===== src/rtl/omem_write_drain_pkg.sv =====
// Shared definitions for the OMEM write drain: row/word geometry,
// component indices and the serialiser state encoding.
package omem_write_drain_pkg;

    localparam int DATA_ROW_WIDTH = 96;
    localparam int WORD_WIDTH     = 32;
    localparam int COMP_WIDTH     = 32;
    localparam int NUM_COMPS      = 3;

    // Only the low 30 bits of a row address are meaningful; the word
    // address appends the 2-bit component index below them.
    localparam int ROW_ADDR_BITS  = 30;
    localparam int COMP_IDX_BITS  = 2;

    // Component bit ranges inside a data row.
    localparam int COMP_X_MSB = 95;
    localparam int COMP_X_LSB = 64;
    localparam int COMP_Y_MSB = 63;
    localparam int COMP_Y_LSB = 32;
    localparam int COMP_Z_MSB = 31;
    localparam int COMP_Z_LSB = 0;

    localparam logic [COMP_IDX_BITS-1:0] COMP_X = 2'd0;
    localparam logic [COMP_IDX_BITS-1:0] COMP_Y = 2'd1;
    localparam logic [COMP_IDX_BITS-1:0] COMP_Z = 2'd2;

    // One FIFO entry carries the used address bits plus the full data row.
    localparam int ENTRY_WIDTH = ROW_ADDR_BITS + DATA_ROW_WIDTH;

    typedef enum logic {
        ST_IDLE = 1'b0,
        ST_SEND = 1'b1
    } drainState_t;

    // External word address = {row address, component index}.
    function automatic logic [WORD_WIDTH-1:0] makeWordAddress(
        input logic [ROW_ADDR_BITS-1:0] rowAddr,
        input logic [COMP_IDX_BITS-1:0] comp
    );
        return {rowAddr, comp};
    endfunction

endpackage


===== src/rtl/omem_row_fifo.sv =====
// Small synchronous row FIFO. Head entry is read asynchronously so the
// serialiser can load it on the same edge as the pop (no read bubble);
// at this depth the array maps to distributed RAM.
module omem_row_fifo #(
    parameter int WIDTH = 126,
    parameter int DEPTH = 8,
    parameter int AW    = 3
) (
    input  logic             Clock,
    input  logic             Reset,
    input  logic             push,
    input  logic [WIDTH-1:0] pushData,
    input  logic             pop,
    output logic [WIDTH-1:0] popData,
    output logic [AW:0]      count,
    output logic             full,
    output logic             empty
);

    localparam logic [AW:0] DEPTH_COUNT = (AW + 1)'(DEPTH);

    logic [WIDTH-1:0] mem [DEPTH];
    logic [AW-1:0]    wrPtrReg;
    logic [AW-1:0]    rdPtrReg;
    logic [AW:0]      countReg;
    logic             doPush;
    logic             doPop;

    assign full    = (countReg == DEPTH_COUNT);
    assign empty   = (countReg == '0);
    // A full FIFO still accepts a row when the head leaves on the same edge.
    assign doPush  = push & (~full | pop);
    assign doPop   = pop & ~empty;
    assign popData = mem[rdPtrReg];
    assign count   = countReg;

    // Storage array write; contents need no reset since pointers gate reads.
    always_ff @(posedge Clock) begin
        if (doPush) begin
            mem[wrPtrReg] <= pushData;
        end
    end

    // Pointer and occupancy bookkeeping; pointers wrap at the power-of-two depth.
    always_ff @(posedge Clock) begin
        if (Reset) begin
            wrPtrReg <= '0;
            rdPtrReg <= '0;
            countReg <= '0;
        end else begin
            if (doPush) begin
                wrPtrReg <= wrPtrReg + AW'(1);
            end
            if (doPop) begin
                rdPtrReg <= rdPtrReg + AW'(1);
            end
            case ({doPush, doPop})
                2'b10:   countReg <= countReg + (AW + 1)'(1);
                2'b01:   countReg <= countReg - (AW + 1)'(1);
                default: countReg <= countReg;
            endcase
        end
    end

endmodule


===== src/rtl/omem_write_drain.sv =====
// OMEM write drain: buffers 96-bit row writes from the IO station and
// serialises each as X, Y, Z word writes on a valid/ready port. The
// upstream cannot stall, so rows arriving into a full FIFO are dropped
// and recorded in a sticky overflow flag.
module omem_write_drain
    import omem_write_drain_pkg::*;
#(
    parameter int FIFO_DEPTH = 8,
    parameter int FIFO_AW    = 3
) (
    input  logic                      Clock,
    input  logic                      Reset,
    input  logic [DATA_ROW_WIDTH-1:0] iOMEMWriteAddress,
    input  logic [DATA_ROW_WIDTH-1:0] iOMEMWriteData,
    input  logic                      iOMEMWriteEnable,
    output logic                      oWordValid,
    input  logic                      iWordReady,
    output logic [WORD_WIDTH-1:0]     oWordAddress,
    output logic [WORD_WIDTH-1:0]     oWordData,
    output logic [FIFO_AW:0]          oFifoCount,
    output logic                      oOverflow,
    input  logic                      iClearOverflow,
    output logic                      oIdle
);

    drainState_t              stateReg;
    drainState_t              stateNext;
    logic [COMP_IDX_BITS-1:0] compReg;
    logic [COMP_IDX_BITS-1:0] compNext;
    logic [ROW_ADDR_BITS-1:0] holdAddrReg;
    logic [DATA_ROW_WIDTH-1:0] holdDataReg;
    logic                     overflowReg;

    logic                     fifoPop;
    logic [ENTRY_WIDTH-1:0]   fifoPushData;
    logic [ENTRY_WIDTH-1:0]   fifoPopData;
    logic [FIFO_AW:0]         fifoCount;
    logic                     fifoFull;
    logic                     fifoEmpty;
    logic                     dropRow;
    logic [COMP_WIDTH-1:0]    compWord [4];

    // Upper row-address bits carry no meaning for the external memory.
    logic unusedAddrBits;
    assign unusedAddrBits = ^iOMEMWriteAddress[DATA_ROW_WIDTH-1:ROW_ADDR_BITS];

    assign fifoPushData = {iOMEMWriteAddress[ROW_ADDR_BITS-1:0], iOMEMWriteData};

    omem_row_fifo #(
        .WIDTH (ENTRY_WIDTH),
        .DEPTH (FIFO_DEPTH),
        .AW    (FIFO_AW)
    ) uRowFifo (
        .Clock    (Clock),
        .Reset    (Reset),
        .push     (iOMEMWriteEnable),
        .pushData (fifoPushData),
        .pop      (fifoPop),
        .popData  (fifoPopData),
        .count    (fifoCount),
        .full     (fifoFull),
        .empty    (fifoEmpty)
    );

    // Slice the held row into components; index 3 is unused and reads zero.
    generate
        for (genvar gi = 0; gi < 4; gi++) begin : gCompSlice
            if (gi < NUM_COMPS) begin : gComp
                assign compWord[gi] = holdDataReg[DATA_ROW_WIDTH-1-gi*COMP_WIDTH -: COMP_WIDTH];
            end else begin : gPad
                assign compWord[gi] = '0;
            end
        end
    endgenerate

    // Serialiser next-state: load a row when idle, step X->Y->Z, and chain
    // straight into the next buffered row after Z to avoid a bubble.
    always_comb begin
        stateNext = stateReg;
        compNext  = compReg;
        fifoPop   = 1'b0;
        case (stateReg)
            ST_IDLE: begin
                if (!fifoEmpty) begin
                    fifoPop   = 1'b1;
                    compNext  = COMP_X;
                    stateNext = ST_SEND;
                end
            end
            ST_SEND: begin
                if (iWordReady) begin
                    if (compReg != COMP_Z) begin
                        compNext = compReg + 2'd1;
                    end else if (!fifoEmpty) begin
                        fifoPop  = 1'b1;
                        compNext = COMP_X;
                    end else begin
                        compNext  = COMP_X;
                        stateNext = ST_IDLE;
                    end
                end
            end
            default: begin
                stateNext = ST_IDLE;
                compNext  = COMP_X;
            end
        endcase
    end

    // A row is lost only when the FIFO is full and nothing leaves this cycle.
    assign dropRow = iOMEMWriteEnable & fifoFull & ~fifoPop;

    // Serialiser state and component counter.
    always_ff @(posedge Clock) begin
        if (Reset) begin
            stateReg <= ST_IDLE;
            compReg  <= COMP_X;
        end else begin
            stateReg <= stateNext;
            compReg  <= compNext;
        end
    end

    // Holding register captures the FIFO head on every pop.
    always_ff @(posedge Clock) begin
        if (Reset) begin
            holdAddrReg <= '0;
            holdDataReg <= '0;
        end else if (fifoPop) begin
            holdAddrReg <= fifoPopData[ENTRY_WIDTH-1:DATA_ROW_WIDTH];
            holdDataReg <= fifoPopData[DATA_ROW_WIDTH-1:0];
        end
    end

    // Sticky overflow; a drop in the same cycle wins over a clear.
    always_ff @(posedge Clock) begin
        if (Reset) begin
            overflowReg <= 1'b0;
        end else if (dropRow) begin
            overflowReg <= 1'b1;
        end else if (iClearOverflow) begin
            overflowReg <= 1'b0;
        end
    end

    assign oWordValid   = (stateReg == ST_SEND);
    assign oWordAddress = makeWordAddress(holdAddrReg, compReg);
    assign oWordData    = compWord[compReg];
    assign oFifoCount   = fifoCount;
    assign oOverflow    = overflowReg;
    assign oIdle        = (stateReg == ST_IDLE) & fifoEmpty;

endmodule

===== config.mk =====
export PLATFORM = sky130hd
export DESIGN_NAME = omem_write_drain
export DESIGN_NICKNAME = d
export VERILOG_FILES = /design/src/rtl/omem_write_drain_pkg.sv /design/src/rtl/omem_row_fifo.sv /design/src/rtl/omem_write_drain.sv
export SDC_FILE = /design/constraint.sdc
export NUM_CORES = 1
export LEC_CHECK = 0
export BUFFER_PORTS_ARGS = -buffer_cell sky130_fd_sc_hd__buf_2
export CORE_ASPECT_RATIO = 1.2
export CORE_MARGIN = 2
export CORE_UTILIZATION = 45
export CTS_CLUSTER_DIAMETER = 80
export CTS_CLUSTER_SIZE = 28
export DETAILED_ROUTE_END_ITERATION = 8
export SLEW_MARGIN = 20
export SYNTH_ARGS = -nofsm -noshare
export SYNTH_HDL_FRONTEND = slang
export SYNTH_SLANG_ARGS = --single-unit

===== constraint.sdc =====
create_clock -name Clock -period 19.05 [get_ports Clock]
set_input_delay 1.905 -clock Clock [delete_from_list [all_inputs] [get_ports Clock]]
set_output_delay 1.905 -clock Clock [all_outputs]
set_load 0.02 [all_outputs]

Word-level counts from Yosys, hierarchy flattened
Memories as Yosys holds them, arrays and structs flattened. A register that Yosys moved wholly into a read port is not among the register bits.
Cells that the tools add are included.

storage, ports and cells
  input port bits = 197
  memory bits (writable) = 1,008
  memory bits (read-only) = 0
  memories = 1
  logic and storage cells = 53
  latch bits = 0
  bits in registers = 14
  output and inout bits = 71

memory list
  memory        depth  width  read ports  clocked after memory_dff  write ports  RTL line             source
  uRowFifo.mem  8      126    1           1                         1            omem_row_fifo.sv:22  logic [WIDTH-1:0] mem [DEPTH];

operators by class
  bitwise operators = 11
  shifts and indexed selects = 0
  $mul = 0
  order comparisons = 1
  reductions and logical operators = 4
  $add $sub $neg = 5
  multiplexer cells = 19
  equality and inequality tests = 6
  div/mod/pow operators = 0

operators by type and width
  cell                 number
  $bmux 32 s2          1
  $mux 32              2
  $mux 1               9
  $pmux 4 s2           1
  $add 3x1->3 const B  2
  $mux 2               3
  $ne 2x2->1 const B   3
  $and 1x1->1          5
  $add 4x1->4 const B  1
  $eq 4x4->1 const B   1
  $logic_not 4->1      1
  $not 1->1            4
  $pmux 1 s2           2
  $pmux 2 s2           1
  $reduce_bool 2->1    2
  $sub 4x1->4 const B  1
  $ge 3x3->1 const B   1
  $not 2->3            1
  $add 2x1->2 const B  1
  $eq 2x1->1 const B   1
  $eq 2x2->1 const B   1
  $reduce_and 2->1     1
  $or 1x1->1           1

Depth between registers and ports, before layout
Gate-level depths: netlist (run 1).

  depth in word-level cells = 9
  depth in mapped cells = 12
  depth with buffers taken out = 10

Hierarchy
A second synthesis (run 1) with hierarchy kept.

second synthesis, totals
  cells, all modules = 2,203
  area, all modules = 45,087.0 µm²

by module, submodules not included
  module            area each (µm²)  instances  cells an instance  sequential area each (µm²)
  omem_row_fifo     38,489.4         1          1,529              30,529.3
  omem_write_drain  6,597.6          1          674                2,602.5

Worst setup path after synthesis (run 1)
Ideal clock, no wire load.

  path kind = input -> register
  from = in iWordReady
  to = mem uRowFifo.mem[2][0] (enable)
  setup time = 0.964 ns
  path buffers = 0
  slack = 2.828 ns
  cell stages on the path = 4
  data required time = 18.086 ns
  arrival = 15.258 ns
  cells stage by stage = nand3b_4 a31oi_2 inv_2 nor4b_1

between the ends
  cells in the longest elaborated chain, start to end = 6

RTL lines
  item                          RTL line                source
  start: declaration            omem_write_drain.sv:17  input logic iWordReady,
  $mux 1                        omem_write_drain.sv:91  if (iWordReady) begin
  $pmux 1 s2                    omem_write_drain.sv:82  case (stateReg)
  $or 1x1->1                    omem_row_fifo.sv:32     assign doPush = push & (~full | pop);
  $and 1x1->1                   omem_row_fifo.sv:32
  $mux 1                        omem_row_fifo.sv:39     if (doPush) begin
  $mux 1 (implied by the code)  omem_row_fifo.sv:40     mem[wrPtrReg] <= pushData;
  end: declaration              omem_row_fifo.sv:22

Every way passes these cells.

Final worst setup path (run 1)
  from = reg compReg[0]
  to = out oWordData[5]

between the ends
  cells in the longest elaborated chain, start to end = 4

RTL lines
  item                                         RTL line                 source
  start: declaration                           omem_write_drain.sv:28   logic [COMP_IDX_BITS-1:0] compReg;
  start signal: assignment                     omem_write_drain.sv:120  compReg <= compNext;
  $not 2->3 (implied by the code)              omem_write_drain.sv:148  assign oWordData = compWord[compReg];
  $bmux 32 s2                                  omem_write_drain.sv:148
  $mux 32 (implied by the code) (2 in series)  omem_write_drain.sv:148
  end: declaration                             omem_write_drain.sv:19   output logic [WORD_WIDTH-1:0] oWordData,

Every way passes these cells. The select of a mux whose other input is x is not followed.

==> summary.txt, run 1 <==
Critical path
  • Setup crit start: compReg[0]$_SDFFE_PP0P_
  • Crit-path max cell delay: 0.92 ns
  • Slowest-stage cell, CP: nor2b_1
  • Worst Path Required: 17.14 ns
  • Setup crit start kind: flop
  • Setup CP Type: flop to output port
  • Crit Path Max Fanout: 31
  • Crit path cell chain: buf_4 > nor2b_1 > nand2_1 > o21ai_0 > buf_2
  • Worst Setup End Kind: output port
  • CP arrival: 3.11 ns
  • R2R Path Start: compReg[0]$_SDFFE_PP0P_

Die
  • Width of the die: 288 um
  • I/O Pins: 268
  • Site Rows: 125
  • Die ar.: 99,300 um^2
  • Initial core utilization: 0.452
  • Core Footprint: 96,300 um^2
  • Die height: 345 um

Routing
  • Via Count: 20,300
  • Post-route ant nets: 0
  • Via-per-instance ratio: 5.70
  • WL final: 95,600 um
  • DR pass1 iterations: 5
  • WL per Instance: 26.9 um
  • Detailed-route DRC error count: 0
  • 1st-iter DRT viols: 1,749

Finish
  • Net count reported at finish: 2,443
  • Share of cells above drive strength 1: 0.242
  • Area delta synth->final: 8.42%
  • Final Cell Area: 47,200 um^2
  • Final core utilization: 0.490
  • Layout Cells excl Fill: 3,558
  • Fill cell count: 7,973

Clocking
  • CTS H-tree depth: 2
  • CTS resizes: 0
  • Clock root cell: clkbuf_16
  • Longest Clk Path Bufs: 3
  • CTS tree: done
  • Worst-path clk slew: 0.10 ns
  • CTS buffer count: 49
  • Later-pin clock latency in the skew report: 0.66 ns
  • Postcts setup bufs: 0
  • Sink Count: 1,148
  • Post-CTS Hold Buffers: 0

Synth
  • EDFF count, synth: 1,008
  • Mapped Area: 43,600 um^2
  • Asr flop ratio synth: 0
  • Avg Cell Area, Syn: 20.9 um^2
  • Post-Syn Nets: 2,283
  • Synthesis-stage register bit count: 1,148
  • Ys flop type: edfxtp_1
  • Yosys warning total: 0
  • Top-count cell post-synth: edfxtp_1
  • Synth top area share: 0.695
  • Post-synth top cells: edfxtp_1, mux4_2, mux2i_1, dfxtp_1, nor2_1
  • Post-synthesis sequential area ratio: 0.759
  • Post-synth cell types: 43
  • Area contributors post-synth: edfxtp_1, mux4_2, dfxtp_1
  • Cell taking the most area after synthesis: edfxtp_1
  • Mapped Cells: 2,081

Power
  • Sequential power share: 0.530
  • PD cells: 122 nW/um^2
  • Sw Share: 0.293
  • Cell Int Power: 4.06 mW
  • Worst IR Drop VDD: 0.156 mV
  • Clock power frac: 0.227
  • LEAKAGE: 14.5 nW
  • Final Power: 5.75 mW
  • Sw Pwr: 1.69 mW
  • Combinational power share: 0.243

STA
  • Setup TNS: 0 ns
  • Worst-margin pin slew: 1.17 ns
  • Final worst-path cycle share: 0.263
  • Highest clock rate: 0.200 GHz
  • Setup Skew: 0.0262 ns
  • Final Critical Period: 5.01 ns
  • Worst slew margin: 0.221
  • RSZ-0062 raised after global routing: false
  • Endpoints failing hold: 0
  • Worst Setup Slack, final: 14.04 ns
  • Max-slew violation count: 0
  • Hold_ws: 0.483 ns
  • Setup violators final: 0

Place
  • Placed insts: 3,460
  • PortBufs: 201
  • Hpwl dp: 52,800 um
  • DP Worst Slack: 13.31 ns
  • Post-Place Cell Area: 45,700 um^2
  • Routability cong.: 0.721

Global routing
  • First-pass GRT wire length: 140,000 um
  • Total GRT Usage: 0.193
  • Total grt overflow: 0
  • Initial antenna violation count: 39
  • Vias in the first global route: 20,700
  • Largest net degree at the start of global routing: 156

Run status
  • Status: completed

Min path
  • Hold_sp: oOverflow$_SDFFE_PP0P_
  • Worst Hold Class: flop to flop

Flow run
  • MaxCap Viol Count: 0
[state kept, by name, summed over array words and instances, names as in the netlist]
name               cells
compReg                2
holdAddrReg           30
holdDataReg           96
oOverflow              1
oWordValid             1
uRowFifo.count         4
uRowFifo.mem        1008
uRowFifo.rdPtrReg      3
uRowFifo.wrPtrReg      3
[area by class of cell]
cell class | instances | area [um^2] | share of cell area
Sequential cell | 1148 | 33100 | 0.700
Multi-Input combinational cell | 798 | 9640 | 0.204
Tap cell | 1270 | 1590 | 0.0336
Clock buffer | 81 | 1410 | 0.0298
Timing Repair Buffer | 241 | 1340 | 0.0283
Clock inverter | 10 | 151 | 0.00320
Antenna cell | 7 | 17.5 | 0.000371
Inverter | 3 | 11.3 | 0.000238
[power groups by stage]
stage / sequential (mW) / combinational [mW] / clock (mW)
finish: 3.05 / 1.40 / 1.30
CTS: 3.05 / 1.43 / 1.34
floorplan: 3.10 / 1.10 / 0
global route: 3.07 / 1.53 / 1.42
global placement: 3.10 / 1.40 / 0
detailed placement: 3.11 / 1.42 / 0
[worst paths after layout]
path	depth (start not counted)	slack (ns)	end
min reg2reg	2	0.48	oOverflow$_SDFFE_PP0P_
max	5	14.04	oWordData[5]
max reg2reg	7	14.77	uRowFifo.mem[1][123]$_DFFE_PP_
min	2	0.48	oOverflow$_SDFFE_PP0P_
[cells in the final DEF, fill, tap and decap left out, types with 2 or more instances in the layout]
cell | netlist | layout
mux4_2 | 228 | 228
o22ai_1 | 22 | 22
nor2b_1 | 5 | 5
nand2b_1 | 2 | 2
buf_4 | 5 | 38
buf_12 | 12 | 2
a211oi_1 | 126 | 126
o21ai_1 | 2 | 2
nor3_2 | 0 | 2
inv_6 | 0 | 3
xor2_1 | 3 | 3
dfxtp_4 | 0 | 4
edfxtp_1 | 1008 | 1008
inv_1 | 2 | 2
xnor2_1 | 3 | 3
dfxtp_1 | 140 | 135
mux4_1 | 24 | 24
clkbuf_1 | 42 | 28
buf_2 | 55 | 200
nor3b_2 | 0 | 2
clkbuf_8 | 0 | 2
nand2_1 | 40 | 40
nor2_1 | 137 | 136
a21oi_1 | 7 | 7
nor4b_2 | 1 | 3
clkbuf_16 | 0 | 51
bufinv_16 | 0 | 2
mux2i_1 | 160 | 160
ha_1 | 5 | 5
diode_2 | 0 | 7
inv_16 | 0 | 2
o21ai_0 | 12 | 12
[cells by family (layout without fill, tap and decap cells)]
family,Yosys count,count (layout),share of synthesized area
adders and majority gates,5,5,0.00144
other,0,7,0
DFF,1148,1148,0.759
xor gates and xnor gates,6,6,0.00121
buffers and inverters,135,335,0.0209
and+or+nand+nor,200,200,0.0197
muxes,413,413,0.169
AOI/OAI and AO/OA,174,174,0.0285
[worst max-delay path: cells and delay by family, from the launching register on]
kind                   cells  cell delay [ns]
and+or+nand+nor            2             1.11
buffers and inverters      2             0.62
AOI/OAI and AO/OA          1             0.18
DFF                        1             0.53
[per-layer routing]
| layer | wire length (um) | track usage | vias up |
|---|---|---|---|
| li1 | - | - | 8855 |
| met1 | 42200 | 0.279 | 10800 |
| met2 | 45900 | 0.310 | 479 |
| met3 | 5630 | 0.0389 | 137 |
| met4 | 1580 | 0.0359 | 34 |
| met5 | 215 | 0 | - |
No activity file was read; power rests on OpenSTA's default activity.
==> run 2: changes to the inputs <==
==> constraint.sdc (replaced) <==
create_clock -name Clock -period 4.5 [get_ports Clock]
set_input_delay 0.45 -clock Clock [delete_from_list [all_inputs] [get_ports Clock]]
set_output_delay 0.45 -clock Clock [all_outputs]
set_load 0.02 [all_outputs]
==> run 2 against run 1 <==
Flip-flop and latch count is the same. Clock skew is essentially flat. Non-clock buffer count grew 3. Worst hold slack lost 0.42 ns. Critical path depth shrank 1. Final cell count is essentially flat. Highest routed layer unchanged.
==> summary.txt, run 2 (synthesis gave the netlist of run 1 again) <==
Run status
  • Status: completed

Routing
  • WL per Instance: 26.8 um
  • 1st-iter DRT viols: 1,611
  • WL final: 95,200 um
  • Via-per-instance ratio: 5.69
  • Detailed-route DRC error count: 0
  • DR pass1 iterations: 7
  • Post-route ant nets: 0
  • Via Count: 20,200

STA
  • Setup Skew: 0.0262 ns
  • Worst Setup Slack, final: 0.952 ns
  • Hold_ws: 0.0624 ns
  • Worst-margin pin slew: 1.02 ns
  • Max-slew violation count: 0
  • Worst slew margin: 0.323
  • Highest clock rate: 0.282 GHz
  • Setup violators final: 0
  • Setup TNS: 0 ns
  • RSZ-0062 raised after global routing: false
  • Final worst-path cycle share: 0.788
  • Endpoints failing hold: 0
  • Final Critical Period: 3.55 ns

Global routing
  • First-pass GRT wire length: 140,000 um
  • Total grt overflow: 0
  • Vias in the first global route: 20,800
  • Largest net degree at the start of global routing: 110
  • Initial antenna violation count: 35
  • Total GRT Usage: 0.193

Clocking
  • CTS buffer count: 47
  • CTS H-tree depth: 2
  • Worst-path clk slew: 0.11 ns
  • Longest Clk Path Bufs: 3
  • CTS resizes: 0
  • Postcts setup bufs: 0
  • Clock root cell: clkbuf_16
  • Later-pin clock latency in the skew report: 0.65 ns
  • Sink Count: 1,148
  • CTS tree: done
  • Post-CTS Hold Buffers: 0

Critical path
  • Critical path buffers and inverters: 2
  • Worst Path Required: 4.05 ns
  • Worst Setup End Kind: output port
  • CP arrival: 3.10 ns
  • Crit Path Max Fanout: 36
  • Setup CP Type: flop to output port
  • Crit path cell chain: buf_4 > mux2i_1 > o22ai_1 > buf_2
  • Slowest-stage cell, CP: dfxtp_4
  • Crit-path max cell delay: 0.68 ns
  • Setup crit start kind: flop
  • Largest delay share family, worst path: buffers and inverters

Power
  • Worst IR Drop VDD: 0.437 mV
  • LEAKAGE: 14.5 nW
  • PD cells: 509 nW/um^2

Finish
  • Commonest non-fill, non-tap cell in the layout: edfxtp_1
  • Area delta synth->final: 8.87%
  • Most frequent cells in the layout: edfxtp_1, mux4_2, buf_2
  • Max reg flops: 1,008
  • Share of cells above drive strength 1: 0.242
  • Biggest register: uRowFifo.mem
  • Net count reported at finish: 2,444
  • Final Cell Area: 47,400 um^2
  • Regs by FF count: uRowFifo.mem x1008, holdDataReg x96, holdAddrReg x30

Die
  • Core Footprint: 96,300 um^2
  • Die height: 345 um
  • Width of the die: 288 um
  • Die ar.: 99,300 um^2
  • I/O Pins: 268
  • Site Rows: 125
  • Initial core utilization: 0.452

Place
  • Hpwl dp: 52,900 um
  • PortBufs: 201
  • Routability cong.: 0.750
  • Post-Place Cell Area: 46,000 um^2
  • DP Worst Slack: 1.54 ns

Flow run
  • MaxCap Viol Count: 0

Min path
  • Worst Hold Class: input pin to flop
-- run 2: per-stage QoR --
stage / instances / util / power (mW)
after floorplan: 2081 / - / 17.7
after global placement: 3463 / 0.478 / 19.1
after detailed placement: 3463 / 0.478 / 19.3
after CTS: 3550 / 0.492 / 24.4
after global routing: 3552 / 0.492 / 25.4
final: 3556 / 0.492 / 24.2
-- run 2: final timing paths --
path                            slack [ns]               startpoint  cells after the start                             to
worst min register to register        0.47   oOverflow$_SDFFE_PP0P_                      2         oOverflow$_SDFFE_PP0P_
worst min-delay path                  0.06       iOMEMWriteData[31]                      1  uRowFifo.mem[6][31]$_DFFE_PP_
worst max register to register        1.57  compReg[1]$_SDFFE_PP0P_                      5  uRowFifo.mem[7][41]$_DFFE_PP_
worst max-delay path                  0.95  compReg[0]$_SDFFE_PP0P_                      4                  oWordData[27]
-- run 2: final cells by class --
class                           count  area [um^2]
Antenna cell                        6         15.0
Clock buffer                       81         1360
Timing Repair Buffer              244         1610
Inverter                            3         13.8
Multi-Input combinational cell    798         9700
Sequential cell                  1148        33100
Tap cell                         1270         1590
Fill cell                        7947        48900
Clock inverter                      6         61.3
-- run 2: report_power, final --
part	total (mW)	internal, mW	switching, mW
clock network	5.24	2.15	3.09
registers	12.9	12.4	0.515
logic	6.03	2.55	3.48
-- run 2: layer usage --
metal	GRT usage	share of wire	vias to the layer above	wire length (um)
met4	0.0456	0.021	36	2020
met2	0.314	0.48	511	45800
met1	0.269	0.43	10700	40900
li1	-	-	8853	-
met3	0.0432	0.066	152	6250
met5	0	0.0023	-	223
==> run 3: changes to the inputs <==
==> constraint.sdc (replaced) <==
create_clock -name Clock -period 3 [get_ports Clock]
set_input_delay 0.3 -clock Clock [delete_from_list [all_inputs] [get_ports Clock]]
set_output_delay 0.3 -clock Clock [all_outputs]
set_load 0.02 [all_outputs]
==> run 3 against run 2 <==
Sequential power up 48%. Clock power up 49%. Final cell count up 4.9%. Via count up 2.8%. Non-clock buffer count up 169. Flip-flop and latch count unchanged. Critical path depth unchanged. Power up 51%. Worst hold slack about the same. Largest cell class unchanged.
==> summary.txt, run 3 (synthesis gave the netlist of run 1 again) <==
Min path
  • Worst Hold Class: input pin to flop

Global routing
  • Vias in the first global route: 21,600
  • First-pass GRT wire length: 142,000 um
  • Total grt overflow: 0
  • Largest net degree at the start of global routing: 72
  • Initial antenna violation count: 26
  • Total GRT Usage: 0.195

Place
  • PortBufs: 201
  • Post-Place Cell Area: 46,700 um^2
  • Routability cong.: 0.748
  • Hpwl dp: 57,700 um
  • DP Worst Slack: 0.346 ns
  • Placed insts: 3,504

Routing
  • 1st-iter DRT viols: 1,670
  • Via Count: 20,800
  • DR pass1 iterations: 7
  • Via-per-instance ratio: 5.58
  • Post-route ant nets: 0
  • WL per Instance: 25.8 um
  • Detailed-route DRC error count: 0
  • WL final: 96,200 um

Finish
  • Layout Cells excl Fill: 3,731
  • Sequential Area: 33,100 um^2
  • Final core utilization: 0.513
  • Regs by FF count: uRowFifo.mem x1008, holdDataReg x96, holdAddrReg x30
  • Max reg flops: 1,008
  • Fill cell count: 7,699
  • Commonest non-fill, non-tap cell in the layout: edfxtp_1
  • Biggest register: uRowFifo.mem
  • Most frequent cells in the layout: edfxtp_1, mux4_2, buf_2
  • Net count reported at finish: 2,613
  • Share of cells above drive strength 1: 0.241
  • Area of the multi-input gates: 9700 um^2
  • Area delta synth->final: 13.3%
  • Final Cell Area: 49,400 um^2

STA
  • Max-slew violation count: 0
  • Worst slew margin: 0.461
  • Worst-margin pin slew: 0.808 ns
  • Hold_ws: 0.0625 ns
  • Highest clock rate: 0.356 GHz
  • Setup Skew: 0.0246 ns
  • Endpoints failing hold: 0
  • Final Critical Period: 2.81 ns
  • RSZ-0062 raised after global routing: false
  • Final worst-path cycle share: 0.938
  • Setup violators final: 0
  • Worst Setup Slack, final: 0.187 ns

Power
  • Sw Pwr: 10.7 mW
  • PD cells: 739 nW/um^2
  • Clock power frac: 0.214
  • Sw Share: 0.293
  • Cell Int Power: 25.8 mW
  • Sequential power share: 0.523
  • LEAKAGE: 15.3 nW
  • Worst IR Drop VDD: 0.702 mV
  • Combinational power share: 0.262

Die
  • Die height: 345 um
  • Die ar.: 99,300 um^2
  • I/O Pins: 268
  • Core Footprint: 96,300 um^2
  • Initial core utilization: 0.452
  • Width of the die: 288 um
  • Site Rows: 125

Clocking
  • CTS tree: done
  • Sink Count: 1,148
  • Worst-path clk slew: 0.11 ns
  • Postcts setup bufs: 0
  • Later-pin clock latency in the skew report: 0.65 ns
  • Longest Clk Path Bufs: 3
  • CTS buffer count: 47
  • CTS H-tree depth: 2
  • Clock root cell: clkbuf_16

Critical path
  • Crit Path Max Fanout: 59
  • Setup crit start kind: flop
  • Worst Setup End Kind: output port
  • Worst Path Required: 2.70 ns
  • Setup CP Type: flop to output port
  • CP arrival: 2.51 ns

Run status
  • Status: completed

Flow run
  • MaxCap Viol Count: 0
==> run 3: cell count changes in the layout (fill, tap and decap cells not counted), sizes merged <==
| cell | before | now |
|---|---|---|
| clkinvlp | 1 | 0 |
| diode | 6 | 13 |
| dlygate4sd3 | 0 | 128 |
| inv | 3 | 4 |
| clkbuf | 81 | 83 |
| buf | 244 | 285 |
| clkinv | 4 | 2 |
| bufinv | 1 | 0 |
==> run 3: final cells by class <==
type | instances | area share
Clock inverter | 3 | 0.000608
Clock buffer | 83 | 0.0278
Timing Repair Buffer | 413 | 0.0720
Multi-Input combinational cell | 798 | 0.196
Tap cell | 1270 | 0.0322
Antenna cell | 13 | 0.000659
Sequential cell | 1148 | 0.670
Inverter | 3 | 0.000279
==> run 3: path summary, 6_finish.rpt <==
check	startpoint	to	slack, ns	cells after the start
setup / recovery	compReg[0]$_SDFFE_PP0P_	oWordData[27]	0.19	4
hold reg to reg	holdDataReg[86]$_SDFFE_PP0N_	holdDataReg[86]$_SDFFE_PP0N_	0.50	2
hold / removal	iWordReady	compReg[0]$_SDFFE_PP0P_	0.06	5
setup reg to reg	uRowFifo.count[3]$_SDFFE_PP0P_	uRowFifo.count[3]$_SDFFE_PP0P_	0.33	8
==> run 3: stage by stage <==
stage	TNS (ns)	power, mW
CTS	0	36.9
finish	0	36.5
floorplan	-2075.08	26.5
global route	0	38.3
detailed placement	0	29.1
global placement	0	28.9
==> run 3: critical path, stage by stage (launching register included) <==
cell and delay (ns):
dfxtp_4 0.38, buf_12 0.38, mux2i_1 0.25, o22ai_1 0.54
buf_2 0.28
==> run 3: power by group through the flow <==
| stage | Sequential [mW] | Clock (mW) | Combinational, mW |
|---|---|---|---|
| 2_1_floorplan | 19.5 | 0 | 6.99 |
| 3_3_place_gp | 19.4 | 0 | 9.47 |
| 3_5_place_dp | 19.5 | 0 | 9.61 |
| 4_1_cts | 19.1 | 8.04 | 9.79 |
| 5_1_grt | 19.2 | 8.53 | 10.5 |
| 6_report | 19.1 | 7.83 | 9.58 |
==> run 3: what timing repair did <==
item	CTS	global route
gates resized for setup	0	1
endpoints found under the setup margin	0	7
hold buffers	128	0
endpoints found under the hold margin	1009	0
==> run 3: routing by layer <==
metal / wire length [um] / track usage / vias up
met1: 42500 / 0.276 / 11000
met3: 5160 / 0.0331 / 101
met2: 46900 / 0.322 / 479
met5: 93 / 0 / -
met4: 1600 / 0.0371 / 14
li1: - / - / 9200
